### config.mk
export PLATFORM = sky130hd
export DESIGN_NAME = cp0
export DESIGN_NICKNAME = d
export VERILOG_FILES = /design/src/rtl/cp0_pkg.sv /design/src/rtl/cp0_timer.sv /design/src/rtl/cp0.sv
export SDC_FILE = /design/constraint.sdc
export NUM_CORES = 1
export LEC_CHECK = 0
export ABC_CLOCK_PERIOD_IN_PS = 1750
export CAP_MARGIN = 20
export CORE_MARGIN = 2
export CORE_UTILIZATION = 37
export CTS_CLUSTER_DIAMETER = 60
export DETAILED_ROUTE_END_ITERATION = 12
export PLACE_DENSITY = 0.82
export SKIP_LAST_GASP = 1
export SLEW_MARGIN = 20
export SYNTH_ARGS = -nofsm -noshare
export SYNTH_HDL_FRONTEND = slang
export SYNTH_SLANG_ARGS = --single-unit
export TNS_END_PERCENT = 10
### constraint.sdc
create_clock -name clk -period 1.75 [get_ports clk]
set_input_delay 0.35 -clock clk [delete_from_list [all_inputs] [get_ports clk]]
set_output_delay 0.35 -clock clk [all_outputs]
set_load 0.01 [all_outputs]
### src/rtl/cp0_pkg.sv
// Shared CP0 constants: register indices, Status/Cause bit positions, ExcCode values
// and the EXCEPT_* codes also used by the exception handler.
package cp0_pkg;

    localparam logic [4:0] REG_COUNT   = 5'd9;
    localparam logic [4:0] REG_COMPARE = 5'd11;
    localparam logic [4:0] REG_STATUS  = 5'd12;
    localparam logic [4:0] REG_CAUSE   = 5'd13;
    localparam logic [4:0] REG_EPC     = 5'd14;

    localparam int STATUS_IE    = 0;
    localparam int STATUS_EXL   = 1;
    localparam int STATUS_IM_LO = 8;
    localparam int CAUSE_EXC_LO = 2;
    localparam int CAUSE_IP_LO  = 8;
    localparam int CAUSE_BD     = 31;

    localparam logic [4:0] EXC_INT = 5'd0;
    localparam logic [4:0] EXC_SYS = 5'd8;
    localparam logic [4:0] EXC_RI  = 5'd10;
    localparam logic [4:0] EXC_OV  = 5'd12;
    localparam logic [4:0] EXC_TR  = 5'd13;

    localparam logic [2:0] EXCEPT_NONE      = 3'd0;
    localparam logic [2:0] EXCEPT_INTERRUPT = 3'd1;
    localparam logic [2:0] EXCEPT_SYSCALL   = 3'd2;
    localparam logic [2:0] EXCEPT_RI        = 3'd3;
    localparam logic [2:0] EXCEPT_OVERFLOW  = 3'd4;
    localparam logic [2:0] EXCEPT_TRAP      = 3'd5;
    localparam logic [2:0] EXCEPT_ERET      = 3'd6;

    function automatic logic [4:0] excCodeOf(input logic [2:0] code);
        case (code)
            EXCEPT_SYSCALL:  excCodeOf = EXC_SYS;
            EXCEPT_RI:       excCodeOf = EXC_RI;
            EXCEPT_OVERFLOW: excCodeOf = EXC_OV;
            EXCEPT_TRAP:     excCodeOf = EXC_TR;
            default:         excCodeOf = EXC_INT;
        endcase
    endfunction

endpackage

### src/rtl/cp0_timer.sv
// Count/Compare timer with the timer_int latch; only built when CP0_TIMER_EN is defined.
`ifdef CP0_TIMER_EN
module cp0_timer #(
    parameter int DATA_WIDTH = 32
) (
    input  logic                  clk,
    input  logic                  rst_n,
    input  logic                  we_count_i,
    input  logic                  we_compare_i,
    input  logic [DATA_WIDTH-1:0] wdata_i,
    output logic [DATA_WIDTH-1:0] count_o,
    output logic [DATA_WIDTH-1:0] compare_o,
    output logic                  timer_int_o
);

    logic [DATA_WIDTH-1:0] count_q, count_d;
    logic [DATA_WIDTH-1:0] compare_q, compare_d;
    logic                  timer_q, timer_d;

    // A Compare write acknowledges the timer and wins over a same-cycle match.
    always_comb begin
        count_d   = we_count_i ? wdata_i : count_q + 1'b1;
        compare_d = we_compare_i ? wdata_i : compare_q;
        timer_d   = timer_q;
        if (we_compare_i)
            timer_d = 1'b0;
        else if (count_q == compare_q)
            timer_d = 1'b1;
    end

    always_ff @(posedge clk) begin
        if (!rst_n) begin
            count_q   <= '0;
            compare_q <= '0;
            timer_q   <= 1'b0;
        end else begin
            count_q   <= count_d;
            compare_q <= compare_d;
            timer_q   <= timer_d;
        end
    end

    assign count_o     = count_q;
    assign compare_o   = compare_q;
    assign timer_int_o = timer_q;

endmodule
`endif

### src/rtl/cp0.sv
// CP0 register file and exception arbiter. Define CP0_TIMER_EN to build Count/Compare
// and the timer interrupt; otherwise they read 0 and timer_int is tied low.
module cp0
    import cp0_pkg::*;
#(
    parameter int DATA_WIDTH = 32,
    parameter int ADDR_WIDTH = 16
) (
    input  logic                  clk,
    input  logic                  rst_n,
    input  logic [5:0]            hw_int,
    input  logic                  we,
    input  logic [4:0]            waddr,
    input  logic [DATA_WIDTH-1:0] wdata,
    input  logic [4:0]            raddr,
    output logic [DATA_WIDTH-1:0] rdata,
    input  logic                  mem_valid,
    input  logic [2:0]            except_req,
    input  logic [ADDR_WIDTH-1:0] except_pc,
    input  logic                  except_bd,
    output logic [2:0]            exception,
    output logic [ADDR_WIDTH-1:0] epc,
    output logic                  timer_int
);

    logic                  ie_q, ie_d, exl_q, exl_d, bd_q, bd_d;
    logic [7:0]            im_q, im_d, ip_q, ip_d;
    logic [4:0]            exc_q, exc_d;
    logic [ADDR_WIDTH-1:0] epc_q, epc_d;
    logic [DATA_WIDTH-1:0] count, compare;
    logic                  int_pending;

`ifdef CP0_TIMER_EN
    cp0_timer #(.DATA_WIDTH(DATA_WIDTH)) u_timer (
        .clk          (clk),
        .rst_n        (rst_n),
        .we_count_i   (we && waddr == REG_COUNT),
        .we_compare_i (we && waddr == REG_COMPARE),
        .wdata_i      (wdata),
        .count_o      (count),
        .compare_o    (compare),
        .timer_int_o  (timer_int)
    );
`else
    logic unused_wdata;
    assign unused_wdata = ^wdata[DATA_WIDTH-1:16];
    assign count        = '0;
    assign compare      = '0;
    assign timer_int    = 1'b0;
`endif

    assign int_pending = ie_q && !exl_q && |(ip_q & im_q);

    always_comb begin
        if (!mem_valid)
            exception = EXCEPT_NONE;
        else if (int_pending)
            exception = EXCEPT_INTERRUPT;
        else
            exception = except_req;
    end

    assign epc = (we && waddr == REG_EPC) ? wdata[ADDR_WIDTH-1:0] : epc_q;

    // MTC0 is applied first so that exception-owned fields overwrite it below.
    always_comb begin
        ie_d  = ie_q;
        exl_d = exl_q;
        im_d  = im_q;
        bd_d  = bd_q;
        exc_d = exc_q;
        epc_d = epc_q;
        ip_d  = {hw_int[5] | timer_int, hw_int[4:0], ip_q[1:0]};
        if (we) begin
            case (waddr)
                REG_STATUS: begin
                    ie_d  = wdata[STATUS_IE];
                    exl_d = wdata[STATUS_EXL];
                    im_d  = wdata[STATUS_IM_LO +: 8];
                end
                REG_CAUSE: ip_d[1:0] = wdata[CAUSE_IP_LO +: 2];
                REG_EPC:   epc_d     = wdata[ADDR_WIDTH-1:0];
                default:   ;
            endcase
        end
        if (exception == EXCEPT_ERET) begin
            exl_d = 1'b0;
        end else if (exception != EXCEPT_NONE) begin
            exl_d = 1'b1;
            bd_d  = except_bd;
            exc_d = excCodeOf(exception);
            epc_d = except_bd ? except_pc - ADDR_WIDTH'(4) : except_pc;
        end
    end

    always_ff @(posedge clk) begin
        if (!rst_n) begin
            ie_q  <= 1'b0;
            exl_q <= 1'b0;
            im_q  <= '0;
            ip_q  <= '0;
            bd_q  <= 1'b0;
            exc_q <= '0;
            epc_q <= '0;
        end else begin
            ie_q  <= ie_d;
            exl_q <= exl_d;
            im_q  <= im_d;
            ip_q  <= ip_d;
            bd_q  <= bd_d;
            exc_q <= exc_d;
            epc_q <= epc_d;
        end
    end

    always_comb begin
        rdata = '0;
        case (raddr)
            REG_COUNT:   rdata = count;
            REG_COMPARE: rdata = compare;
            REG_STATUS: begin
                rdata[STATUS_IE]         = ie_q;
                rdata[STATUS_EXL]        = exl_q;
                rdata[STATUS_IM_LO +: 8] = im_q;
            end
            REG_CAUSE: begin
                rdata[CAUSE_EXC_LO +: 5] = exc_q;
                rdata[CAUSE_IP_LO +: 8]  = ip_q;
                rdata[CAUSE_BD]          = bd_q;
            end
            REG_EPC:     rdata[ADDR_WIDTH-1:0] = epc_q;
            default:     ;
        endcase
    end

endmodule

==> results of run 1 <==
## sequential cells by signal, summed over array words and instances, names as in the netlist
signal and flops:
ip_q 8, epc_q 16, bd_q 1, ie_q 1
exc_q 4, im_q 8, exl_q 1
## logic make-up after synthesis
logic type | count (synthesis) | synth area share
simple gates | 85 | 0.2130
mux | 43 | 0.1865
compound gates | 41 | 0.1397
flops | 39 | 0.3180
buf+inv | 33 | 0.08970
xor+xnor | 13 | 0.04638
fa+ha+maj | 1 | 0.005096
other cells | 1 | 0.001528
## metal layers
layer | part of all wire | vias to the layer above | wire, µm | GRT usage
li1 | - | 1200 | - | -
met1 | 0.40 | 1190 | 3233 | 0.2454
met2 | 0.53 | 83 | 4294 | 0.4247
met3 | 0.048 | 12 | 384 | 0.04086
met4 | 0.014 | 0 | 116 | 0.05339
met5 | 0 | - | 0 | 0
## worst max-delay path: stages, from the launching register on
cell and delay, ps:
dfxtp_2 330, a22oi_2 200, a41oi_2 200, nor2b_2 190, and2_1 150, clkdlybuf4s15_2 230
## power breakdown
group	total [µW]	internal [µW]	leakage (µW)	switching [µW]
combinational	653	398	0.00161	255
clock	602	279	0.0000412	323
sequential	963	933	0.000321	29.5
## cell usage in the layout (no fill, tap or decap), drive strengths merged, types with 7 or more instances in the layout
cell	n
o211a	8
clkdlybuf4s15	8
conb	16
nor2b	19
and2	12
clkdlybuf4s50	44
buf	117
nand2	18
o21ai	10
nand2b	9
mux2	16
dfxtp	39
mux2i	27
xor2	7
## stage by stage
step	instances	cell area (µm²)	TNS, ps	hold WS [ps]	setup WS, ps
finish	500	4139	-7918	486.8	-191.3
global route	500	4139	-11250	511.1	-267.2
global placement	476	3859	-36140	453.5	-832.6
CTS	499	4121	-7143	478.9	-161.7
detailed placement	476	3859	-37650	462.6	-878.4
floorplan	271	2511	-134.7	436.4	-53.71
## timing repair
item	in CTS	in global routing
resized for setup	216	2
gates cloned	2	0
endpoints found under the setup margin	62	56
pin swaps	11	2
buffers inserted	13	1
## worst min-delay path by stage
stage                   from        to  cells past startpoint
detailed placement  exc_q[0]  exc_q[0]                      2
floorplan           exc_q[0]  exc_q[0]                      2
CTS                 exc_q[0]  exc_q[0]                      2
global route        exc_q[2]  exc_q[2]                      2
finish              exc_q[2]  exc_q[2]                      2
global placement    exc_q[2]  exc_q[2]                      2
## area by class of cell
cell class / instances / area share
clock buffer: 6 / 0.01753
timing repair buffer: 173 / 0.3727
sequential: 39 / 0.1889
multi-input combinational: 199 / 0.3909
clock inverter: 2 / 0.003023
inverter: 4 / 0.003628
tap: 77 / 0.02328
==> out/qor.tcl, run 1 <==
set qor(worst-endpoint-arrival_ps) 1590
set qor(rrSetupSlack_ps) -180
set qor(critPathRequiredTime_ps) 1400
set qor(max_clock_freq_mhz) 515.1
set qor(yosys.area.top_type_share) 0.3180
set qor(die_area_mm2) 0.007303
set qor(synthMostInstantiatedCell) {dfxtp_1}
set qor(gr-usage-all-layers) 0.2200
set qor(tritoncts) {yes}
set qor(worstPathMaxFanout) 2
set qor(irDropWorstVdd_v) 0.0004049
set qor(ys_seq_area_frac) 0.3180
set qor(avgSynthCellArea_um2) 9.589
set qor(floorplan.die.width_um) 85.46
set qor(wire_length_of_the_first_global_routing_pass_mm) 12.60
set qor(final_layout_size_suffix_gt1_frac) 0.3830
set qor(synthTopCellsByCount) {dfxtp_1, mux2i_1, nor2b_1, nand2_1, buf_4}
set qor(drc) 0
set qor(area_used_by_multi_input_combinational_logic_mm2) 0.001618
set qor(grt_start_max_net_pins) 29
set qor(floorplan.io_pins) 124
set qor(ys_warn_count) 0
set qor(ys_types) 50
set qor(status) {finished, violations left}
set qor(power.total_uw) 2218
set qor(number_of_routed_nets_with_antenna_violations) 0
set qor(failed_checks) {negative setup slack}
set qor(dr_total_vias) 2485
set qor(post_synth_instance_area_mm2) 0.002455
set qor(global_route.overflow_total) 0
set qor(worstSetupStartpoint) {ip_q[0]}
set qor(worst_r2r_path_depth) 9
set qor(grt_antenna_before_repair) 0
set qor(placer_s_final_routability_congestion_estimate) 0.8087
set qor(port-buffer-count) 91
set qor(clock_sink_count) 39
set qor(synth-seq-cells) 39
set qor(leading_area_contributor_after_synthesis) {dfxtp_1}
set qor(vias_in_the_first_global_route) 2622
set qor(power_per_cell_area_mw_per_mm2) 535.8
set qor(worst-setup-path-type) {flip-flop to output port}
set qor(postLayoutCoreUtil) 0.6481
set qor(clock_insertion_delay_worst_skew_ps) 280
set qor(drt_pass1_iterations) 4
set qor(rsz_0062_raised_after_global_routing) {true}
set qor(critical_path.endpoint_type) {output port}
set qor(clock-root-buffer) {clkbuf_8}
set qor(cts.path.max_buffers) 2
set qor(async_sr_flop_fraction) 0
set qor(synth_top_cells_by_area) {dfxtp_1, mux2i_1, mux2_2}
set qor(layout.filler_cells) 533
set qor(fp.dieH_um) 85.46
set qor(num-nets-final) 495
set qor(number_of_rows_in_the_core_area) 29
set qor(detailed_place_hpwl_mm) 5.833
set qor(synth_edf_count) 0
set qor(post-route-period-util) 1.109
set qor(max_clock_skew_ps) 7.692
set qor(max-cap-violations) 0
set qor(post-route-min-period_ps) 1941
set qor(hold_class) {flip-flop to flip-flop}
set qor(htree_levels) 2
set qor(leakagePower_uw) 0.001972
set qor(regToRegEndpoint) {bd_q}
set qor(setup_violations) 55
set qor(post_synth_inst_count) 256
set qor(finalHoldViolCount) 0
set qor(flow.area_growth_from_synthesis_pct) 68.60
set qor(finalWirelength_mm) 8.029
set qor(worst_slack_ps) -191.3
set qor(coreArea_mm2) 0.006386
set qor(insertedDiodeCount) 0
set qor(rr_startpoint) {ip_q[0]}
set qor(ys.flop_type) {dfxtp_1}
set qor(cts.hold.buffers_added) 0
set qor(numCtsBuffers) 5
set qor(slew_viol_final) 0
set qor(avgViaCountPerCell) 4.970
set qor(cp-endpoint) {exception[2]}
set qor(path_clk_slew_ps) 80
set qor(routedWlPerCell_um) 16.06
set qor(drt_iter0_markers) 69
set qor(start_util) 0.3844
set qor(register_area_um2) 782.0
set qor(worstSetupStartpointType) {flip-flop}
Note: power is estimated with default switching activity, not from simulation.
==> run 2, diff against run 1 <==
- GPL_TIMING_DRIVEN: unset -> 0
==> run 2 against run 1 <==
Effect of this change: the run still ends with negative setup slack left; total power rose by 11%; setup slack got worse by 8.4 ps; non-clock buffer count fell by 32; sequential cell count did not move; final cell count fell by 6.2%; clock power rose by 49%; critical path type is now input pin to output port; critical endpoint is now epc[13]; largest power group unchanged.
==> out/qor.tcl, run 2 (synthesis results as in run 1) <==
set qor(port-buffer-count) 91 ;# unchanged
set qor(layout.cell_area.non_filler_mm2) 0.003984 ;# -3.7%
set qor(power.total_uw) 2462 ;# +11%
set qor(clock_insertion_delay_worst_skew_ps) 290 ;# about the same
set qor(max_clock_freq_mhz) 512.9 ;# -0.43%
set qor(num-nets-final) 464 ;# -6.3%
set qor(rsz_0062_raised_after_global_routing) {true}
set qor(worst_slack_ps) -199.7 ;# -8.436 ps
set qor(layout.cells.most_common) {clkdlybuf4s50_1}
set qor(cts.hold.buffers_added) 0 ;# unchanged
set qor(max-cap-violations) 0 ;# unchanged
set qor(post-route-period-util) 1.114 ;# +0.004821
set qor(path_clk_slew_ps) 80 ;# about the same
set qor(grt_start_max_net_pins) 13 ;# -55%
set qor(critPathRequiredTime_ps) 1400 ;# about the same
set qor(placed_cells) 439 ;# -7.8%
set qor(worst-endpoint-arrival_ps) 1600 ;# about the same
set qor(finalHoldViolCount) 0 ;# unchanged
set qor(use_met3) 0.04377 ;# +0.002918
set qor(irDropWorstVdd_v) 0.0004486 ;# +11%
set qor(number_of_routed_nets_with_antenna_violations) 0 ;# unchanged
set qor(status) {finished, violations left}
set qor(wire_length_of_the_first_global_routing_pass_mm) 11.94 ;# -5.3%
set qor(cts.path.max_buffers) 2 ;# unchanged
set qor(start_util) 0.3844 ;# unchanged
set qor(area_used_by_multi_input_combinational_logic_mm2) 0.001670 ;# +3.2%
set qor(most-common-layout-cells) {clkdlybuf4s50_1, dfxtp_1, buf_4, mux2i_1, buf_6}
set qor(floorplan.io_pins) 124 ;# unchanged
set qor(drc) 0 ;# unchanged
set qor(placer_s_final_routability_congestion_estimate) 0.8508 ;# +5.2%
set qor(die_area_mm2) 0.007303 ;# unchanged
set qor(layout.filler_cells) 534 ;# +0.19%
set qor(coreArea_mm2) 0.006386 ;# unchanged
set qor(post-route-min-period_ps) 1950 ;# +8.436 ps
set qor(drt_iter0_markers) 59 ;# -14%
set qor(worst-setup-path-type) {input pin to output port}
set qor(global_route.overflow_total) 0 ;# unchanged
set qor(detailed_place_hpwl_mm) 5.196 ;# -11%
set qor(setup_violations) 55 ;# unchanged
set qor(floorplan.die.width_um) 85.46 ;# unchanged
set qor(whs_path_depth) 2 ;# unchanged
set qor(leakagePower_uw) 0.001846 ;# -6.4%
set qor(worst_r2r_path_depth) 8 ;# -1
set qor(worstPathMaxFanout) 5 ;# +3
set qor(vias_in_the_first_global_route) 2354 ;# -10%
set qor(biggestRegsByFlops) {epc_q: 16 flops, im_q: 8 flops, ip_q: 8 flops}
set qor(max_reg_flops) 16 ;# unchanged
set qor(power_per_cell_area_mw_per_mm2) 618.1 ;# +15%
set qor(avgViaCountPerCell) 4.968 ;# about the same
set qor(top_usage_layer) {met2}
set qor(gr-usage-all-layers) 0.2060 ;# -0.01394
set qor(failed_checks) {negative setup slack}
set qor(htree_levels) 2 ;# unchanged
set qor(fin_worst_hold_slack_ps) 471.0 ;# -15.85 ps
set qor(numCtsBuffers) 5 ;# unchanged
set qor(tritoncts) {yes}
set qor(clock_sink_count) 39 ;# unchanged
set qor(number_of_rows_in_the_core_area) 29 ;# unchanged
set qor(register_with_the_highest_flop_count) {epc_q}
set qor(max_clock_skew_ps) 9.509 ;# +1.817 ps
set qor(drt_pass1_iterations) 4 ;# unchanged
set qor(grt_util_met2) 0.3636 ;# -0.06108
set qor(flow.area_growth_from_synthesis_pct) 62.28
set qor(layoutNonFillerInstCount) 469 ;# -6.2%
set qor(grt_antenna_before_repair) 0 ;# unchanged
set qor(dr_total_vias) 2330 ;# -6.2%
set qor(register_area_um2) 783.3 ;# +0.16%
set qor(final_layout_size_suffix_gt1_frac) 0.3546 ;# -0.02839
set qor(fp.dieH_um) 85.46 ;# unchanged
set qor(worstSetupStartpointType) {input pin}
set qor(dpl-instance-area_mm2) 0.003518 ;# -8.8%
set qor(critical_path.endpoint_type) {output port}
set qor(clock-root-buffer) {clkbuf_8}
set qor(insertedDiodeCount) 0 ;# unchanged
set qor(hold_class) {flip-flop to flip-flop}
set qor(routedWlPerCell_um) 16.22 ;# +0.99%
set qor(grt.met1_usage) 0.2555 ;# +0.01013
set qor(totalNegativeSetupSlack_ps) -7015 ;# +903.2 ps
set qor(slew_viol_final) 0 ;# unchanged
set qor(finalWirelength_mm) 7.606 ;# -5.3%
run 2: changes by cell type in the layout (fill, tap and decap cells not counted), moves of 3 or more:
cell	previous run	this run
nand2_1	17	14
buf_12	4	0
buf_2	20	23
buf_4	69	29
clkbuf_1	1	5
buf_8	0	3
o21ai_0	8	5
run 2: routing by layer:
metal	vias to the layer above	share of wire
met4	0	0.012
met3	9	0.071
met2	88	0.50
met1	1095	0.41
li1	1138	-
met5	-	0
run 2: final timing paths:
kind | start | end | slack [ps]
hold reg to reg | exc_q[2] | exc_q[2] | 470
hold / removal | exc_q[2] | exc_q[2] | 470
setup / recovery | waddr[4] | epc[13] | -200
setup reg to reg | im_q[0] | epc_q[0] | -160
run 2: power by group:
| group | switching, µW | internal (µW) | total [µW] |
|---|---|---|---|
| Sequential | 28.6 | 933 | 962 |
| Combinational | 252 | 355 | 607 |
| Clock | 324 | 570 | 894 |
run 2: final cells by class:
cell class                 count  share of cell area
multi-input combinational    200              0.4193
tap                           77             0.02418
clock inverter                 2             0.01508
clock buffer                   6             0.01822
sequential                    39              0.1966
timing repair buffer         113              0.2670
inverter                       4            0.003769
buffer                        28             0.05590
run 2: stage by stage:
step,utilization,worst slack (ps)
after global routing,0.6238,-238.4
after floorplan,-,-53.71
after global placement,0.5509,-1374
final,0.6238,-199.7
after CTS,0.6052,-202.7
after detailed placement,0.5509,-1376
run 2: worst max-delay path: stages:
cell and delay (ps):
buf_6 90, nand4b_4 170, nor3b_4 240, buf_6 160, buf_16 130, mux2_4 320
buf_6 130
run 2: what timing repair did:
action | CTS | global route
cloned | 3 | 3
gates resized for setup | 234 | 15
setup endpoints to repair | 53 | 56
setup buffers | 14 | 4
pin swaps | 12 | 5
